File: src/rtl/ps2_key_event_sequencer_if.sv
// Bus bundle for ps2_key_event_sequencer: scan-code input, event FIFO output,
// held-key vector, FIFO level and sticky error flags.
interface ps2_key_event_sequencer_if #(
  parameter int FIFO_DEPTH = 4
) ();
  localparam int LW = $clog2(FIFO_DEPTH + 1);

  logic [7:0]    byte_in;
  logic          byte_valid;
  // Handshake: event_valid is high while the FIFO holds an entry and event_* show
  // that head entry; an event transfers in any cycle with event_valid && event_ready.
  logic [7:0]    event_code;
  logic          event_ext;
  logic          event_break;
  logic          event_valid;
  logic          event_ready;
  logic [4:0]    key_state;
  logic [LW-1:0] fifo_level;
  logic          overflow;
  logic          proto_err;
  logic          err_clr;

  modport master (
    input  byte_in, byte_valid, event_ready, err_clr,
    output event_code, event_ext, event_break, event_valid,
           key_state, fifo_level, overflow, proto_err
  );

  modport slave (
    output byte_in, byte_valid, event_ready, err_clr,
    input  event_code, event_ext, event_break, event_valid,
           key_state, fifo_level, overflow, proto_err
  );
endinterface

File: src/rtl/ps2_key_event_sequencer.sv
// PS/2 scan-code prefix tracker (E0/F0) feeding a first-word fall-through event FIFO.
// Optional prefix timeout is enabled by defining PS2_SEQ_TIMEOUT_EN.
module ps2_key_event_sequencer #(
  parameter int FIFO_DEPTH     = 4,
  parameter int TIMEOUT_CYCLES = 1_000_000
) (
  input  logic                       clk,
  input  logic                       rst_n,
  ps2_key_event_sequencer_if.master  bus,
  output logic [1:0]                 o_dbg_state
);
  localparam int AW = $clog2(FIFO_DEPTH);
  localparam int LW = $clog2(FIFO_DEPTH + 1);

  if (FIFO_DEPTH < 2 || (FIFO_DEPTH & (FIFO_DEPTH - 1)) != 0 || TIMEOUT_CYCLES < 1) begin : g_bad_param
    $error("ps2_key_event_sequencer: FIFO_DEPTH must be a power of 2 >= 2, TIMEOUT_CYCLES >= 1");
  end

  typedef enum logic [1:0] {S_IDLE, S_EXT, S_BRK, S_EXT_BRK} state_t;

  typedef struct packed {
    logic       ext;
    logic       brk;
    logic [7:0] code;
  } event_t;

  state_t        r_state;
  state_t        w_state_nxt;
  logic          w_is_e0;
  logic          w_is_f0;
  logic          w_is_bad;
  logic          w_final;
  logic          w_tmo_hit;
  event_t        w_event;

  event_t        r_mem [FIFO_DEPTH];
  event_t        r_last;
  event_t        w_head;
  logic [AW-1:0] r_wr_ptr;
  logic [AW-1:0] r_rd_ptr;
  logic [LW-1:0] r_level;
  logic          w_empty;
  logic          w_full;
  logic          w_pop;
  logic          w_push;
  logic          w_drop;

  logic [4:0]    r_key;
  logic [4:0]    w_key_hit;
  logic          r_ovf;
  logic          r_perr;

  assign w_is_e0  = (bus.byte_in == 8'hE0);
  assign w_is_f0  = (bus.byte_in == 8'hF0);
  assign w_is_bad = (bus.byte_in == 8'h00) || (bus.byte_in == 8'hFF);
  assign w_final  = bus.byte_valid && !w_is_e0 && !w_is_f0 && !w_is_bad;

  assign w_event.ext  = (r_state == S_EXT) || (r_state == S_EXT_BRK);
  assign w_event.brk  = (r_state == S_BRK) || (r_state == S_EXT_BRK);
  assign w_event.code = bus.byte_in;

  always_ff @(posedge clk or negedge rst_n) begin
    if (!rst_n) r_state <= S_IDLE;
    else        r_state <= w_state_nxt;
  end

  always_comb begin
    w_state_nxt = r_state;
    if (bus.byte_valid) begin
      if (w_is_e0) begin
        w_state_nxt = S_EXT;
      end else if (w_is_f0) begin
        case (r_state)
          S_IDLE:  w_state_nxt = S_BRK;
          S_EXT:   w_state_nxt = S_EXT_BRK;
          default: w_state_nxt = r_state;
        endcase
      end else begin
        w_state_nxt = S_IDLE;
      end
    end else if (w_tmo_hit) begin
      w_state_nxt = S_IDLE;
    end
  end

`ifdef PS2_SEQ_TIMEOUT_EN
  localparam int TW = (TIMEOUT_CYCLES > 1) ? $clog2(TIMEOUT_CYCLES) : 1;
  logic [TW-1:0] r_tmo_cnt;

  assign w_tmo_hit = (r_state != S_IDLE) && !bus.byte_valid &&
                     (r_tmo_cnt == TW'(TIMEOUT_CYCLES - 1));

  always_ff @(posedge clk or negedge rst_n) begin
    if (!rst_n)
      r_tmo_cnt <= '0;
    else if (r_state == S_IDLE || bus.byte_valid || w_tmo_hit)
      r_tmo_cnt <= '0;
    else
      r_tmo_cnt <= r_tmo_cnt + 1'b1;
  end
`else
  assign w_tmo_hit = 1'b0;
`endif

  // A full FIFO still accepts a push when the head leaves in the same cycle.
  assign w_empty = (r_level == '0);
  assign w_full  = (r_level == LW'(FIFO_DEPTH));
  assign w_pop   = !w_empty && bus.event_ready;
  assign w_push  = w_final && (!w_full || w_pop);
  assign w_drop  = w_final && w_full && !w_pop;

  always_ff @(posedge clk) begin
    if (w_push) r_mem[r_wr_ptr] <= w_event;
  end

  always_ff @(posedge clk or negedge rst_n) begin
    if (!rst_n) begin
      r_wr_ptr <= '0;
      r_rd_ptr <= '0;
      r_level  <= '0;
      r_last   <= '0;
    end else begin
      if (w_push) r_wr_ptr <= r_wr_ptr + 1'b1;
      if (w_pop) begin
        r_rd_ptr <= r_rd_ptr + 1'b1;
        r_last   <= r_mem[r_rd_ptr];
      end
      case ({w_push, w_pop})
        2'b10:   r_level <= r_level + 1'b1;
        2'b01:   r_level <= r_level - 1'b1;
        default: r_level <= r_level;
      endcase
    end
  end

  // Once drained, the outputs keep showing the most recently consumed event.
  assign w_head = w_empty ? r_last : r_mem[r_rd_ptr];

  always_comb begin
    w_key_hit = '0;
    if (w_final) begin
      case ({w_event.ext, bus.byte_in})
        9'h175:  w_key_hit = 5'b00001;
        9'h172:  w_key_hit = 5'b00010;
        9'h16B:  w_key_hit = 5'b00100;
        9'h174:  w_key_hit = 5'b01000;
        9'h029:  w_key_hit = 5'b10000;
        default: w_key_hit = '0;
      endcase
    end
  end

  always_ff @(posedge clk or negedge rst_n) begin
    if (!rst_n) begin
      r_key  <= '0;
      r_ovf  <= 1'b0;
      r_perr <= 1'b0;
    end else begin
      r_key <= w_event.brk ? (r_key & ~w_key_hit) : (r_key | w_key_hit);
      if (w_drop)           r_ovf <= 1'b1;
      else if (bus.err_clr) r_ovf <= 1'b0;
      if (bus.byte_valid && w_is_bad) r_perr <= 1'b1;
      else if (bus.err_clr)           r_perr <= 1'b0;
    end
  end

  assign bus.event_code  = w_head.code;
  assign bus.event_ext   = w_head.ext;
  assign bus.event_break = w_head.brk;
  assign bus.event_valid = !w_empty;
  assign bus.key_state   = r_key;
  assign bus.fifo_level  = r_level;
  assign bus.overflow    = r_ovf;
  assign bus.proto_err   = r_perr;
  assign o_dbg_state     = r_state;
endmodule

File: src/flat_wrapper.sv
// flat-port wrapper written by rule: the top's interface ports become plain ports
module ps2_key_event_sequencer_flat 
#(
  parameter int FIFO_DEPTH     = 4,
  parameter int TIMEOUT_CYCLES = 1_000_000
)
  (clk, rst_n, o_dbg_state, bus_byte_in, bus_byte_valid, bus_event_ready, bus_err_clr, bus_event_code, bus_event_ext, bus_event_break, bus_event_valid, bus_key_state, bus_fifo_level, bus_overflow, bus_proto_err);
  ps2_key_event_sequencer_if #(.FIFO_DEPTH(FIFO_DEPTH)) bus_i ();
  input  logic clk;
  input  logic rst_n;
  output logic [1:0] o_dbg_state;
  input wire logic [$bits(bus_i.byte_in)-1:0] bus_byte_in;
  input wire logic [$bits(bus_i.byte_valid)-1:0] bus_byte_valid;
  input wire logic [$bits(bus_i.event_ready)-1:0] bus_event_ready;
  input wire logic [$bits(bus_i.err_clr)-1:0] bus_err_clr;
  output wire logic [$bits(bus_i.event_code)-1:0] bus_event_code;
  output wire logic [$bits(bus_i.event_ext)-1:0] bus_event_ext;
  output wire logic [$bits(bus_i.event_break)-1:0] bus_event_break;
  output wire logic [$bits(bus_i.event_valid)-1:0] bus_event_valid;
  output wire logic [$bits(bus_i.key_state)-1:0] bus_key_state;
  output wire logic [$bits(bus_i.fifo_level)-1:0] bus_fifo_level;
  output wire logic [$bits(bus_i.overflow)-1:0] bus_overflow;
  output wire logic [$bits(bus_i.proto_err)-1:0] bus_proto_err;
  assign bus_i.byte_in = bus_byte_in;
  assign bus_i.byte_valid = bus_byte_valid;
  assign bus_i.event_ready = bus_event_ready;
  assign bus_i.err_clr = bus_err_clr;
  assign bus_event_code = bus_i.event_code;
  assign bus_event_ext = bus_i.event_ext;
  assign bus_event_break = bus_i.event_break;
  assign bus_event_valid = bus_i.event_valid;
  assign bus_key_state = bus_i.key_state;
  assign bus_fifo_level = bus_i.fifo_level;
  assign bus_overflow = bus_i.overflow;
  assign bus_proto_err = bus_i.proto_err;
  ps2_key_event_sequencer #(.FIFO_DEPTH(FIFO_DEPTH), .TIMEOUT_CYCLES(TIMEOUT_CYCLES)) u_core (.clk(clk), .rst_n(rst_n), .bus(bus_i), .o_dbg_state(o_dbg_state));
endmodule
File: config.mk
export PLATFORM = sky130hd
export DESIGN_NAME = ps2_key_event_sequencer_flat
export DESIGN_NICKNAME = d
export VERILOG_FILES = /design/src/rtl/ps2_key_event_sequencer_if.sv /design/src/rtl/ps2_key_event_sequencer.sv /design/src/flat_wrapper.sv
export SDC_FILE = /design/constraint.sdc
export NUM_CORES = 1
export LEC_CHECK = 0
export ABC_AREA = 1
export CAP_MARGIN = 40
export CORE_MARGIN = 4
export CORE_UTILIZATION = 40
export DETAILED_ROUTE_END_ITERATION = 7
export GPL_TIMING_DRIVEN = 0
export PLACE_DENSITY = 0.68
export SYNTH_ARGS = -nofsm -noshare
export SYNTH_HDL_FRONTEND = slang
export SYNTH_SLANG_ARGS = --single-unit
export TNS_END_PERCENT = 50
File: constraint.sdc
create_clock -name clk -period 2.1 [get_ports clk]
set_input_delay 0.525 -clock clk [delete_from_list [all_inputs] [get_ports clk]]
set_output_delay 0.525 -clock clk [all_outputs]
set_load 0.005 [all_outputs]
==> summary.md <==
| Metric | Value |
|---|---|
| Status | finished with violations |
| Failing checks | setup timing |
| Worst EP required | 1.57 ns |
| Switching pwr | 1.85 mW |
| Global-route wire length before repair | 12100 um |
| Syn Nets | 312 |
| Lkg Pwr | 1.62 nW |
| CP max stage cell | dfrtp_2 |
| Worst slew pin tran | 0.656 ns |
| Comb pwr share | 45.4% |
| Max VDD drop | 0.000513 V |
| Fin Hold WS | 0.484 ns |
| Antenna violations before repair | 0 |
| Antenna-violating nets left | 0 |
| Die Wd | 95.7 um |
| Post-synthesis adder-cell area fraction | 2.28% |
| Max-slew violation count | 0 |
| Max Fclk | 464 MHz |
| IO Pins | 36 |
| Syn avg cell area | 10.5 um^2 |
| Main combinational cell family by area after synthesis | simple AND/OR/NAND/NOR gates |
| DR vias/cell | 5.07 |
| P_int | 3.21 mW |
| Compound-gate portion of the synthesized area | 10.7% |
| Arr. time, crit path | 1.63 ns |
| Placer Congestion | 0.732 |
| Skew final | 0.00736 ns |
| Synthesized cell area | 0.00308 mm^2 |
| Largest net degree at the start of global routing | 18 |
| Sequential-to-total area share from yosys stat | 60.2% |
| Final WS setup | -0.0537 ns |
| Root Driver | clkbuf_8 |
| Die area | 0.00916 mm^2 |
| DR DRC count | 0 |
| Nets | 373 |
| Clk pwr share | 17.1% |
| Sinks on the clock net | 66 |
| Switch share | 36.6% |
| Startpoint Class | flop |
| CP Buf/Inv Count | 4 |
| Worst Hold Class | flop to flop |
| GR Util All Layers | 18.0% |
| CTS Buffer Depth | 2 |
| Cell count after synthesis | 294 |
| WL per Instance | 15.9 um |
| Final Instance Area | 0.00390 mm^2 |
| Synth Area in Simple Gates | 21.0% |
| Yosys cell types | 33 |
| Share of layout cells above drive strength 1 | 30.6% |
| Routed Wire Length | 7290 um |
| Family with the most delay on the worst path | flip-flops |
| Count of state elements after synthesis | 66 |
| Final hold vios | 0 |
| Power density over cell area | 1300 mW/mm^2 |
| Hpwl dp | 4770 um |
| # hold bufs at CTS | 0 |
| 1st-pass router iterations | 4 |
| Max-Cap Viols | 0 |
| Worst path max stage delay | 0.44 ns |
| Placed cell areas | 0.00361 mm^2 |
| Worst setup EP type | primary output |
| Final setup violation count | 8 |
| Placement Rows | 31 |
| RSZ-0062 raised after global routing | yes |
| Fin crit period | 2.15 ns |
| Finished Core Util | 53.0% |
| Critical path class | flop to primary output |
| Synthesis warning total | 0 |
| CTS tree | yes |
| Tcrit/Tclk final | 103% |
| Routed via count | 2321 |
| Vias in the first global route | 2391 |
| I/O Buffers | 35 |
| Clock slew at reported path FFs | 0.07 ns |
| H-tree levels | 3 |
| Grt total ovfl | 0 |
| Crit-path cells | clkinv_4 > buf_8 > buf_6 > nand2_2 > a32o_2 > o21ai_1 > buf_2 |
| Initial DRC count | 109 |
| Post-synthesis mux area share | 0% |
| Total negative setup slack | -0.300 ns |
| Slew Limit Headroom | 56.1% |
| Post-Synth XOR/XNOR Area | 1.10% |
| Initial Util | 41.8% |
| Flop pwr share | 37.5% |
| Area grow syn2layout | 26.8% |
| Die Ht | 95.7 um |
| Worst-Skew Late Latency | 0.34 ns |
| Core area | 0.00737 mm^2 |
| # diodes | 0 |
| Crit-path max FO | 5 |
| Clock buffer count from CTS | 9 |
-- through the flow --
stage,total power [mW],instances,setup WS [ns]
2_1_floorplan,2.96,294,0.108
3_3_place_gp,3.77,428,-1.06
3_5_place_dp,3.87,433,-0.846
4_1_cts,4.99,458,-0.112
5_1_grt,5.42,458,-0.144
6_report,5.06,458,-0.0537
-- worst reg2reg max path, stage by stage, from the launching register on --
cell and delay, ns:
dfrtp_2 0.43, nor2_4 0.15, nand2_4 0.09, nand2_4 0.14
inv_4 0.07, nand2_4 0.09, inv_1 0.05, fa_1 0.40
inv_1 0.11, nand3_1 0.09, nand3_1 0.09, nand2_1 0.06
inv_1 0.04
-- placed cells by master, fill, tap and decap left out, drive strengths merged, types with 3 or more instances in the layout --
cell type / n
a21oi: 11
a32o: 10
buf: 33
clkbuf: 25
clkdlybuf4s50: 17
clkinv: 3
dfrtp: 26
edfxtp: 40
ha: 4
inv: 26
nand2: 86
nand3: 10
nand4: 3
nor2: 25
nor3: 4
o21ai: 27
o22ai: 3
xor2: 3
-- sequential cells by signal, summed over array words and instances, names as in the netlist, named ones only --
register               flops
u_core.o_dbg_state         2
u_core.r_rd_ptr            2
u_core.bus.fifo_level      3
u_core.bus.proto_err       1
u_core.r_wr_ptr            2
u_core.r_mem              40
u_core.r_last             10
u_core.bus.overflow        1
-- final cells by class --
| type | count | area (um^2) |
|---|---|---|
| timing repair buffer | 51 | 432 |
| clock buffer | 13 | 139 |
| sequential | 66 | 1860 |
| tap | 99 | 124 |
| clock inverter | 2 | 8.76 |
| multi-input combinational | 189 | 1140 |
| inverter | 27 | 109 |
| buffer | 11 | 100 |
| fill | 696 | 3470 |
-- power by group through the flow --
stage          Clock, mW  Sequential [mW]  Combinational, mW
2_1_floorplan          0             1.89               1.07
3_3_place_gp           0             1.91               1.86
3_5_place_dp           0             1.92               1.95
4_1_cts            0.884             1.88               2.23
5_1_grt            0.949             1.93               2.54
6_report           0.868             1.90               2.30
-- routing by layer --
metal | up-vias | share of wire, % | global-route usage, %
li1 | 1111 | - | -
met1 | 1131 | 44 | 22.8
met2 | 67 | 49 | 29.1
met3 | 12 | 5.0 | 5.86
met4 | 0 | 1.5 | 5.57
met5 | - | 0 | 0
-- worst paths after layout --
path | start | end | depth (start not counted) | slack (ns)
hold / removal | u_core.r_last[1]$_DFFE_PN0N_ | u_core.r_last[1]$_DFFE_PN0N_ | 2 | 0.48
setup reg to reg | u_core.bus.fifo_level[1]$_DFFE_PN0P_ | u_core.bus.fifo_level[2]$_DFFE_PN0P_ | 12 | 0.24
hold reg to reg | u_core.r_last[1]$_DFFE_PN0N_ | u_core.r_last[1]$_DFFE_PN0N_ | 2 | 0.48
max in group asynchronous | rst_n | u_core.bus.fifo_level[0]$_DFFE_PN0P_ | 2 | 0.98
setup / recovery | u_core.r_rd_ptr[0]$_DFFE_PN0N_ | bus_event_code[0] | 7 | -0.05
min in group asynchronous | rst_n | u_core.r_last[8]$_DFFE_PN0N_ | 1 | 0.58
-- cell usage after synthesis --
master	number	area, um^2
nor2_1	15	56.3
inv_1	22	82.6
nor2_8	1	20.0
o21ai_4	1	16.3
a21oi_1	10	50.1
fa_1	1	20.0
nor2_2	4	25.0
nand3_1	9	45.0
nor2_4	5	56.3
xor2_2	1	16.3
xor2_1	2	17.5
nor4_1	1	6.26
nand4_1	2	12.5
inv_4	1	6.26
dfrtp_1	26	651
edfxtp_1	40	1200
nand2_4	4	45.0
buf_1	1	3.75
o21ai_2	1	8.76
and2_4	1	8.76
o21ai_0	20	100
nand2_1	74	278
nand3_2	1	10.0
nor3_1	4	20.0
o22ai_1	3	18.8
a21oi_2	1	8.76
clkbuf_1	11	41.3
ha_1	4	50.1
nand4_2	1	12.5
o21ai_1	5	25.0
a32o_1	10	100
inv_2	4	15.0
nand2_2	8	50.1
-- cells by family (layout without fill, tap and decap cells) --
logic type,Yosys count,count (layout)
simple gates,130,130
flops,66,66
compound gates,51,51
buf+inv,39,104
fa+ha+maj,5,5
xor+xnor,3,3
-- what timing repair did --
item / 4_1_cts / 5_1_grt
pin swaps: 6 / 8
gates cloned: 2 / 0
setup endpoints to repair: 53 / 40
setup buffers: 8 / 2
resized for setup: 104 / 37
No activity file was read; power rests on OpenSTA's default activity.
